[config.mk]
export PLATFORM = sky130hd
export DESIGN_NAME = seg7_scan_ctrl
export DESIGN_NICKNAME = d
export VERILOG_FILES = /design/src/rtl/seg7_pkg.sv /design/src/rtl/seg7_scan_ctrl_hex.sv /design/src/rtl/seg7_scan_ctrl.sv
export SDC_FILE = /design/constraint.sdc
export NUM_CORES = 1
export LEC_CHECK = 0
export CAP_MARGIN = 10
export CORE_ASPECT_RATIO = 0.6
export CORE_MARGIN = 10
export CORE_UTILIZATION = 54
export DETAILED_ROUTE_END_ITERATION = 12
export PLACE_DENSITY = 0.76
export RECOVER_POWER = 100
export SLEW_MARGIN = 0
export SYNTH_ARGS = -nofsm -noshare
export SYNTH_HDL_FRONTEND = slang
export SYNTH_SLANG_ARGS = --single-unit
[constraint.sdc]
create_clock -name clk -period 3.5 [get_ports clk]
set_input_delay 0.7 -clock clk [delete_from_list [all_inputs] [get_ports clk]]
set_output_delay 0.7 -clock clk [all_outputs]
set_load 0.02 [all_outputs]
[src/rtl/seg7_pkg.sv]
// seg7_pkg: shared types and constants for the 7-segment scan controller.
// Scan state enum, active-high hex font {g,f,e,d,c,b,a}, blank/off codes.
package seg7_pkg;

  typedef enum logic [1:0] {
    OFF   = 2'd0,
    DRIVE = 2'd1,
    GUARD = 2'd2
  } state_e;

  localparam logic [6:0] SEG_BLANK = 7'h7F;
  localparam logic [3:0] AN_OFF    = 4'b1111;

  localparam logic [6:0] SEG_0 = 7'h3F;
  localparam logic [6:0] SEG_1 = 7'h06;
  localparam logic [6:0] SEG_2 = 7'h5B;
  localparam logic [6:0] SEG_3 = 7'h4F;
  localparam logic [6:0] SEG_4 = 7'h66;
  localparam logic [6:0] SEG_5 = 7'h6D;
  localparam logic [6:0] SEG_6 = 7'h7D;
  localparam logic [6:0] SEG_7 = 7'h07;
  localparam logic [6:0] SEG_8 = 7'h7F;
  localparam logic [6:0] SEG_9 = 7'h6F;
  localparam logic [6:0] SEG_A = 7'h77;
  localparam logic [6:0] SEG_B = 7'h7C;
  localparam logic [6:0] SEG_C = 7'h39;
  localparam logic [6:0] SEG_D = 7'h5E;
  localparam logic [6:0] SEG_E = 7'h79;
  localparam logic [6:0] SEG_F = 7'h71;

endpackage

[src/rtl/seg7_scan_ctrl_hex.sv]
// hex_to_seg7: combinational nibble to active-low segment decode.
// Ports: nib_i (hex digit), seg_n_o ({g,f,e,d,c,b,a}, active-low).
module hex_to_seg7
  import seg7_pkg::*;
(
  input  logic [3:0] nib_i,
  output logic [6:0] seg_n_o
);

  logic [6:0] pat;

  always_comb begin
    pat = SEG_0;
    unique case (nib_i)
      4'h0: pat = SEG_0;
      4'h1: pat = SEG_1;
      4'h2: pat = SEG_2;
      4'h3: pat = SEG_3;
      4'h4: pat = SEG_4;
      4'h5: pat = SEG_5;
      4'h6: pat = SEG_6;
      4'h7: pat = SEG_7;
      4'h8: pat = SEG_8;
      4'h9: pat = SEG_9;
      4'hA: pat = SEG_A;
      4'hB: pat = SEG_B;
      4'hC: pat = SEG_C;
      4'hD: pat = SEG_D;
      4'hE: pat = SEG_E;
      4'hF: pat = SEG_F;
      default: pat = SEG_0;
    endcase
  end

  assign seg_n_o = ~pat;

endmodule

[src/rtl/seg7_scan_ctrl.sv]
// seg7_scan_ctrl: 4-digit common-anode scan with guard time and shadow.
// Ports: clk, rst_n, en, digit_data/dp_in/blank_mask, upd_req/upd_ack,
// an_n, seg_n, dp_n, frame_done. Option: LEADING_ZERO_BLANK_EN.
module seg7_scan_ctrl
  import seg7_pkg::*;
#(
  parameter int DIGIT_CYCLES = 100000,
  parameter int GUARD_CYCLES = 2000,
  parameter int CNT_W        = 17
) (
  input  logic        clk,
  input  logic        rst_n,
  input  logic        en,
  input  logic [15:0] digit_data,
  input  logic [3:0]  dp_in,
  input  logic [3:0]  blank_mask,
  input  logic        upd_req,
  output logic        upd_ack,
  output logic [3:0]  an_n,
  output logic [6:0]  seg_n,
  output logic        dp_n,
  output logic        frame_done
);

  localparam int GLAST = (GUARD_CYCLES > 0) ? GUARD_CYCLES - 1 : 0;
  localparam bit NO_GUARD = (GUARD_CYCLES == 0);

  state_e           state_q;
  logic [1:0]       idx_q;
  logic [CNT_W-1:0] cnt_q;

  logic [15:0] sh_data_q;
  logic [3:0]  sh_dp_q;
  logic [3:0]  sh_blank_q;

  logic [3:0]  an_n_q;
  logic [6:0]  seg_n_q;
  logic        dp_n_q;
  logic        ack_q;
  logic        fd_q;

  logic       drive_last;
  logic       guard_last;
  logic       wrap;
  logic       show;
  logic       dark;
  logic [3:0] cur_nib;
  logic [6:0] cur_seg;
  logic [3:0] lz;

  assign drive_last = (cnt_q == CNT_W'(DIGIT_CYCLES - 1));
  assign guard_last = (cnt_q == CNT_W'(GLAST));

  // Leaving digit 3's slot closes the frame.
  assign wrap = en && (idx_q == 2'd3) &&
                ((state_q == GUARD && guard_last) ||
                 (state_q == DRIVE && drive_last && NO_GUARD));

  assign show    = en && (state_q == DRIVE);
  assign cur_nib = sh_data_q[{idx_q, 2'b00} +: 4];

`ifdef LEADING_ZERO_BLANK_EN
  logic n3z, n2z, n1z;
  assign n3z = (sh_data_q[15:12] == 4'h0);
  assign n2z = (sh_data_q[11:8]  == 4'h0);
  assign n1z = (sh_data_q[7:4]   == 4'h0);
  // Digit 0 is never suppressed so a zero value still reads "0".
  assign lz  = {n3z, n3z & n2z, n3z & n2z & n1z, 1'b0};
`else
  assign lz  = 4'b0000;
`endif

  assign dark = sh_blank_q[idx_q] | lz[idx_q];

  hex_to_seg7 u_hex (
    .nib_i   (cur_nib),
    .seg_n_o (cur_seg)
  );

  always_ff @(posedge clk or negedge rst_n) begin
    if (!rst_n) begin
      state_q    <= OFF;
      idx_q      <= 2'd0;
      cnt_q      <= '0;
      sh_data_q  <= '0;
      sh_dp_q    <= '0;
      sh_blank_q <= '0;
      an_n_q     <= AN_OFF;
      seg_n_q    <= SEG_BLANK;
      dp_n_q     <= 1'b1;
      ack_q      <= 1'b0;
      fd_q       <= 1'b0;
    end else begin
      an_n_q  <= show ? ~(4'b0001 << idx_q) : AN_OFF;
      seg_n_q <= (show && !dark) ? cur_seg : SEG_BLANK;
      dp_n_q  <= ~(show && !dark && sh_dp_q[idx_q]);
      fd_q    <= wrap;
      ack_q   <= wrap && upd_req;

      if (wrap && upd_req) begin
        sh_data_q  <= digit_data;
        sh_dp_q    <= dp_in;
        sh_blank_q <= blank_mask;
      end

      if (!en) begin
        state_q <= OFF;
        idx_q   <= 2'd0;
        cnt_q   <= '0;
      end else begin
        unique case (state_q)
          OFF: begin
            state_q <= DRIVE;
            idx_q   <= 2'd0;
            cnt_q   <= '0;
          end
          DRIVE: begin
            if (drive_last) begin
              cnt_q <= '0;
              if (NO_GUARD) begin
                idx_q <= idx_q + 2'd1;
              end else begin
                state_q <= GUARD;
              end
            end else begin
              cnt_q <= cnt_q + 1'b1;
            end
          end
          GUARD: begin
            if (guard_last) begin
              cnt_q   <= '0;
              state_q <= DRIVE;
              idx_q   <= idx_q + 2'd1;
            end else begin
              cnt_q <= cnt_q + 1'b1;
            end
          end
          default: begin
            state_q <= OFF;
            idx_q   <= 2'd0;
            cnt_q   <= '0;
          end
        endcase
      end
    end
  end

  assign an_n       = an_n_q;
  assign seg_n      = seg_n_q;
  assign dp_n       = dp_n_q;
  assign upd_ack    = ack_q;
  assign frame_done = fd_q;

endmodule

# Yosys cells after proc, flatten, opt, wreduce, memory -nomap -nowiden
# Memory sizes are Yosys's and may differ from the RTL's.
# Index checks and enable logic that the tools add are counted.
[op_classes] bitwise_logic=4 eq_ne=8 add_sub_neg=2 n_shift=2 order_cmp=1 n_reduce_logical=11 n_mux=19
[op_table] cell="$mux W17" count=3
[op_table] cell="$pmux W17 S2" count=1
[op_table] cell="$add A17 B1 Y17 const B" count=1
[op_table] cell="$eq A17 B11 Y1 const B" count=1
[op_table] cell="$eq A17 B17 Y1 const B" count=1
[op_table] cell="$shiftx A16 B5 Y4" count=1
[op_table] cell="$mux W2" count=5
[op_table] cell="$logic_and A1 B1 Y1" count=7
[op_table] cell="$mux W7" count=1
[op_table] cell="$not A7 Y7" count=1
[op_table] cell="$bmux W1 S2" count=3
[op_table] cell="$ne A3 B3 Y1 const B" count=2
[op_table] cell="$pmux W2 S3" count=1
[op_table] cell="$eq A2 B2 Y1 const B" count=2
[op_table] cell="$mux W4" count=1
[op_table] cell="$not A4 Y4" count=1
[op_table] cell="$pmux W2 S2" count=1
[op_table] cell="$reduce_and A2 Y1" count=2
[op_table] cell="$shl A1 B2 Y4 const A" count=1
[op_table] cell="$lt A2 B3 Y1 const B" count=1
[op_table] cell="$mux W1" count=3
[op_table] cell="$add A2 B1 Y2 const B" count=1
[op_table] cell="$eq A2 B1 Y1 const B" count=1
[op_table] cell="$logic_not A2 Y1" count=1
[op_table] cell="4 further kinds" count=4
[word_totals] in_bits=28 memories=1 rom_bits=112 register_bits=59 word_cells=59 out_inout_bits=14
[mem_list] memory="(no name shown)" words=16 width=7 rd=1 rd_ports_with_merged_regs=0 write_ports=0 line_no="seg7_scan_ctrl_hex.sv:14" rtl="unique case (nib_i)"

# Depth between registers and ports, before layout
# Gate-level depths: netlist (run 1).
[logic_depth] word_depth=7 ltp_mapped=8

# Modules after synthesis
# From an unflattened synthesis (run 1), not the netlist that was laid out.
[hier_totals] cells_unflattened=256 hier_area_um2=3170.5
[by_module_without_submodules] mod="seg7_scan_ctrl" area_each_um2=2917.8 cells_each=225 n_inst=1 seq_area_each_um2=1491.4
[by_module_without_submodules] mod="hex_to_seg7" area_each_um2=252.7 cells_each=31 n_inst=1 seq_area_each_um2=0.0

# Worst setup path before layout (run 1)
# Ideal clock, no wire load.
[synth_path] path_kind="register -> register" from="register cnt_q[11]" to="register sh_blank_q[3]" slack_ps=1093 n_path_buf=2 required_ps=3375 period_less_slack_ps=2407 arrival_ps=2282 path_stages_with_launch=8 path_cell_list="dfrtp_1 -> or4b_1 -> or4_4 -> nor3_4 -> and3_1 -> buf_6 -> buf_12 -> mux2_4"
[synth_via] elab_chain_len=4
[synth_lines] element="start, declared" line_no="seg7_scan_ctrl.sv:30" rtl="logic [CNT_W-1:0] cnt_q;"
[synth_lines] element="start signal, assigned" line_no="seg7_scan_ctrl.sv:126" rtl="cnt_q <= cnt_q + 1'b1;"
[synth_lines] element="start signal, assigned" line_no="seg7_scan_ctrl.sv:135" rtl="cnt_q <= cnt_q + 1'b1;"
[synth_lines] element="$eq A17 B11 Y1" line_no="seg7_scan_ctrl.sv:52" rtl="assign guard_last = (cnt_q == CNT_W'(GLAST));"
[synth_lines] element="$logic_and A1 B1 Y1" line_no="seg7_scan_ctrl.sv:56" rtl="((state_q == GUARD && guard_last) ||"
[synth_lines] element="$logic_and A1 B1 Y1" line_no="seg7_scan_ctrl.sv:55" rtl="assign wrap = en && (idx_q == 2'd3) &&"
[synth_lines] element="$logic_and A1 B1 Y1" line_no="seg7_scan_ctrl.sv:100" rtl="if (wrap && upd_req) begin"
[synth_lines] element="end signal, assigned" line_no="seg7_scan_ctrl.sv:103" rtl="sh_blank_q <= blank_mask;"
[synth_lines] element="end, declared" line_no="seg7_scan_ctrl.sv:34" rtl="logic [3:0] sh_blank_q;"
# Every way passes these cells.
# A chain may end at the register's enable or synchronous reset.

# Worst setup path in the final report (run 1)
[layout_path] from="register cnt_q[11]" to="register sh_data_q[2]"
[layout_via] elab_chain_len=4
[layout_lines] element="$eq A17 B11 Y1" line_no="seg7_scan_ctrl.sv:52"
[layout_lines] element="$logic_and A1 B1 Y1" line_no="seg7_scan_ctrl.sv:56"
[layout_lines] element="$logic_and A1 B1 Y1" line_no="seg7_scan_ctrl.sv:55"
[layout_lines] element="$logic_and A1 B1 Y1" line_no="seg7_scan_ctrl.sv:100"
[layout_lines] element="end signal, assigned" line_no="seg7_scan_ctrl.sv:101" rtl="sh_data_q <= digit_data;"
[layout_lines] element="end, declared" line_no="seg7_scan_ctrl.sv:32" rtl="logic [15:0] sh_data_q;"
# Every way passes these cells.

==> results of run 1 <==
sequential cells by signal, summed over array words and instances, names as in the netlist:
signal / count
sh_data_q: 16
an_n: 4
dp_n: 1
seg_n: 7
upd_ack: 1
sh_dp_q: 4
state_q: 2
cnt_q: 17
frame_done: 1
idx_q: 2
sh_blank_q: 4
cell type report:
cell class,count,area share [%]
Sequential cell,59,42.6
Inverter,13,1.39
Multi-Input combinational cell,147,35.6
Clock buffer,14,4.94
Timing Repair Buffer,45,12.1
Tap cell,66,2.36
Clock inverter,2,1.00
cell families (layout without fill, tap and decap cells):
kind of cell               Yosys count  count (layout)
AOI/OAI and AO/OA                   18              18
xor gates and xnor gates            15              15
adders and majority gates           15              15
buffers and inverters               20              74
DFF                                 59              59
muxes                               33              33
and+or+nand+nor                     66              66
worst max-delay path by stage:
stage                          from            end  cells after the start
after floorplan           cnt_q[11]  sh_blank_q[3]                      7
after global placement    cnt_q[11]  sh_blank_q[2]                      6
after detailed placement  cnt_q[11]  sh_blank_q[1]                      6
after CTS                 cnt_q[11]  sh_blank_q[1]                      6
after global routing      cnt_q[11]   sh_data_q[2]                      6
final                     cnt_q[11]   sh_data_q[2]                      6
layer usage:
layer | wire, µm | global-route usage (%) | vias up
li1 | - | - | 894
met1 | 2910 | 20.7 | 929
met2 | 2530 | 19.1 | 55
met3 | 451 | 5.75 | 8
met4 | 61 | 4.06 | 0
met5 | 0 | 0 | -
where the power goes:
group	total [mW]	internal (mW)	switching [mW]
clock network	0.634	0.387	0.247
logic	0.0979	0.0467	0.0512
registers	0.703	0.699	0.00460
total	1.43	1.13	0.303
worst max-delay path: cells and delay by family (launching register included):
kind	cells	cell delay, ps
multiplexers	1	370
buffers and inverters	1	310
flip-flops	1	430
AND/OR/NAND/NOR	4	1560
per-stage QoR:
stage / total power [mW] / cells / instance area (µm²) / hold WS [ps] / setup slack, ps
CTS: 1.45 / 346 / 3600 / 466 / 795
detailed placement: 0.820 / 330 / 3390 / 489 / 807
global route: 1.49 / 346 / 3500 / 512 / 558
global placement: 0.818 / 330 / 3390 / 484 / 864
floorplan: 0.750 / 226 / 2940 / 404 / 1090
finish: 1.43 / 346 / 3500 / 482 / 701
cell usage after synthesis, drive strengths merged:
cell	n	area, µm²
dfrtp	47	1180
mux2	25	357
nor2	22	82.6
ha	15	188
inv	13	48.8
dfstp	12	315
nand2	10	37.5
nand3	10	50.1
xor2	10	87.6
mux4	7	158
nand4	6	37.5
buf	5	61.3
xnor2	5	43.8
o221ai	4	35.0
and3	3	20.0
nand2b	3	18.8
nor3	3	26.3
o21ai	3	18.8
a21oi	2	10.0
and2	2	15.0
clkbuf	2	7.51
o211ai	2	15.0
o21ba	2	20.0
or4	2	20.0
a21boi	1	7.51
a22o	1	8.76
a31o	1	8.76
and4	1	10.0
mux2i	1	10.0
nor4bb	1	10.0
o22ai	1	6.26
o31ai	1	7.51
or2	1	6.26
or3	1	6.26
or4b	1	10.0
==> flow_metrics.tcl, run 1 <==
set metrics [dict create \
    status "complete, but fails checks" \
    violations "max-capacitance violations, max-slew violations" \
    ys_ff_latch 59 \
    cts_buffers 9 \
    clk_latency_ps 330 \
    critPathLaunchType "flip-flop" \
    fmax_mhz 357 \
    synthAdderAreaFrac_pct 6.38 \
    muxShareOfSynthArea_pct 17.8 \
    fin_crit_sh_pct 80.0 \
    synthSimpleGateAreaFrac_pct 11.9 \
    vdd_ir_drop_max_mv 0.253 \
    yosysUniqueCellTypes 42 \
    ios 42 \
    area_delta_synth_final_pct 19.0 \
    die-area_um2 8890 \
    avgSynthCellArea_um2 13.0 \
    path_class "flip-flop to flip-flop" \
    multi_input_area_um2 1240 \
    final_cell_mix "dfrtp_1 (47), clkdlybuf4s50_1 (25), nor2_1 (22)" \
    setup_tns_ps 0 \
    r2r-end "sh_data_q[2]" \
    yosysSeqAreaShare_pct 50.7 \
    cts_setup_buffers 0 \
    leakagePower_nw 1.49 \
    ctsResizeCount 0 \
    drive_above_1_share_pct 17.5 \
    die_h_um 77.2 \
    antenna_cells 0 \
    crit_path_max_incr_delay_ps 520 \
    slew-limit-headroom_pct -22.9 \
    dp_hpwl_mm 4.38 \
    ctsHoldBuffers 0 \
    power_density_nw_per_um2 410 \
    skew_ps 9.03 \
    seq_area_um2 1490 \
    drc_errors 0 \
    synth_top_family_by_area "multiplexers" \
    nFillCells 408 \
    grt_antenna_before_repair 0 \
    cts_buffer_depth 2 \
    vias 1886 \
    cts.sinks 59 \
    post-route-min-period_ps 2800 \
    io_buffers 41 \
    hold_class "flip-flop to flip-flop" \
    timing.final.hold_violations 0 \
    final_common_cell "dfrtp_1" \
    start_util_pct 57.0 \
    end_kind "flip-flop" \
    reg2regPathDepth 6 \
    rows 20 \
    cp_slowest_cell "or4b_1" \
    grt_start_max_net_pins 37 \
    wl_mm 5.95 \
    rsz0062_at_grt "no" \
    grt_pass1_vias 1970 \
    synth-compound-area-share_pct 4.68 \
    reg2reg_slack_ps 700 \
    htreeDepth 3 \
    core_um2 5150 \
    maxSlewViolCount 37 \
    tightestPinTransition_ps 1840 \
    ant_nets 0 \
    gp_congestion 0.887 \
    grt_pass1_wl_mm 10.2 \
    nets 318 \
    globalRouteOverflowTotal 0 \
    ys.warnings.count 0 \
    cts-root-buf "clkbuf_8" \
    path_cells "or4b_1, or4_1, nor3_1, and3_1, buf_4, mux2_1" \
    synth_nets 269 \
    synthesis.area_um2 2940 \
    grt_usage_pct 14.4 \
    crit_required_ps 3700 \
    die_w_um 115 \
    hold-path-cell-count 1 \
    synth_xor_xnor_area_share_pct 4.47 \
    max_cap_viol_count 1 \
    post-route-util_pct 67.9 \
    hold_path_startpoint "sh_data_q[9]" \
    first_iter_violations 102 \
    wl_per_cell_um 17.2 \
    cp.arrival_ps 3000 \
    reg2reg_from "cnt_q[11]" \
    crit_fanout 24 \
    vias_per_cell 5.45 \
    clkTransAtPathRegs_ps 70 \
    cts_tree "done" \
    setup_viol 0 \
    syn_inst 226 \
    holdPathEnd "sh_data_q[9]" \
    first_pass_iters 4 \
]
Power figures use the tool's default switching activity.
==> inputs of run 2 (changes only) <==
==> constraint.sdc (replaced) <==
create_clock -name clk -period 2.7 [get_ports clk]
set_input_delay 0.54 -clock clk [delete_from_list [all_inputs] [get_ports clk]]
set_output_delay 0.54 -clock clk [all_outputs]
set_load 0.02 [all_outputs]
==> flow_metrics.tcl, run 2 (synthesis results as in run 1) <==
set metrics [dict create \
    status "finished clean" \
    drive_above_1_share_pct 19.9 \
    wl_per_cell_um 17.7 \
    setup_tns_ps 0 \
    holdPathEnd "cnt_q[0]" \
    die_h_um 77.2 \
    io_buffers 41 \
    multi_input_area_um2 1260 \
    critPathLaunchType "flip-flop" \
    cts.sinks 59 \
    slew-limit-headroom_pct 6.40 \
    rows 20 \
    top_register "cnt_q" \
    antenna_cells 0 \
    clk_latency_ps 340 \
    max_cap_viol_count 0 \
    ctsResizeCount 0 \
    dp_hpwl_mm 4.45 \
    grt_antenna_before_repair 0 \
    htreeDepth 3 \
    hold_class "flip-flop to flip-flop" \
    nets 319 \
    r2r-end "sh_data_q[8]" \
    hold_path_startpoint "cnt_q[0]" \
    clkTransAtPathRegs_ps 70 \
    end_kind "flip-flop" \
    final_common_cell "dfrtp_1" \
    vias_per_cell 5.37 \
    timing.final.hold_violations 0 \
    cts_buffer_depth 2 \
    tightestPinTransition_ps 1400 \
    ctsHoldBuffers 0 \
    first_iter_violations 134 \
    power_density_nw_per_um2 577 \
    cts-root-buf "clkbuf_8" \
    nFillCells 381 \
    first_pass_iters 4 \
    area_delta_synth_final_pct 22.0 \
    final_cell_mix "dfrtp_1 (47), clkdlybuf4s50_1 (26), nor2_1 (22)" \
    core_um2 5150 \
    fin_crit_sh_pct 94.2 \
    vias 1862 \
    fmax_mhz 393 \
    cts_tree "done" \
    die-area_um2 8890 \
    post-route-util_pct 69.6 \
    gp_congestion 0.886 \
    reg2reg_from "cnt_q[11]" \
    start_util_pct 57.0 \
    path_class "flip-flop to flip-flop" \
    grt_start_max_net_pins 60 \
    setup_viol 0 \
    drc_errors 0 \
    ios 42 \
    die_w_um 115 \
    seq_area_um2 1490 \
    globalRouteOverflowTotal 0 \
    cp.arrival_ps 2770 \
    post-route-min-period_ps 2540 \
    crit_required_ps 2920 \
    vdd_ir_drop_max_mv 0.351 \
    cts_setup_buffers 0 \
    reg2regPathDepth 6 \
    grt_usage_pct 14.5 \
    reg2reg_slack_ps 160 \
    skew_ps 4.78 \
    wl_mm 6.13 \
    maxSlewViolCount 0 \
    leakagePower_nw 1.55 \
    hold-path-cell-count 1 \
    grt_pass1_vias 1933 \
    largest_reg_flops 17 \
    grt_pass1_wl_mm 10.1 \
    ant_nets 0 \
    cts_buffers 9 \
    rsz0062_at_grt "no" \
    crit_fanout 24 \
]
## run 2: critical path, cell delays in order (launching register included)
cell and delay [ps]:
dfrtp_1 420, or4b_1 510, or4_4 470, nor3_4 240, and3_1 230, buf_12 190
mux2_1 350
## run 2: worst max path at each step
stage | startpoint | endpoint | depth (start not counted)
6_report | cnt_q[11] | sh_data_q[8] | 6
5_1_grt | cnt_q[11] | sh_data_q[8] | 6
4_1_cts | cnt_q[11] | sh_blank_q[1] | 6
3_5_place_dp | cnt_q[11] | sh_dp_q[0] | 6
3_3_place_gp | cnt_q[11] | sh_blank_q[2] | 6
2_1_floorplan | cnt_q[11] | sh_blank_q[3] | 7
## run 2: layout make-up
type / count / share of cell area, %
Sequential cell: 59 / 41.6
Clock inverter: 4 / 2.65
Multi-Input combinational cell: 147 / 35.0
Clock buffer: 12 / 4.61
Inverter: 13 / 1.36
Tap cell: 66 / 2.30
Timing Repair Buffer: 46 / 12.5
## run 2: stage by stage
stage	total power, mW	setup slack, ps	std cells	hold WS [ps]	cell area [µm²]
finish	2.07	156	347	485	3590
global route	2.14	69.2	347	505	3590
CTS	2.10	122	347	356	3670
detailed placement	1.06	141	331	474	3410
global placement	1.06	205	331	479	3410
floorplan	0.972	293	226	244	2940
## run 2: where the power goes
group	internal (mW)	switching, mW	total, mW
Combinational	0.0602	0.0659	0.126
Clock	0.687	0.347	1.03
Sequential	0.906	0.00541	0.911
## run 2: layer usage
| layer | global-route usage (%) | vias to the layer above | wire length (µm) | share of wire [%] |
|---|---|---|---|---|
| li1 | - | 897 | - | - |
| met1 | 20.4 | 904 | 3100 | 51 |
| met2 | 18.9 | 50 | 2480 | 40 |
| met3 | 6.14 | 11 | 425 | 6.9 |
| met4 | 5.79 | 0 | 123 | 2.0 |
| met5 | 0 | - | 0 | 0 |
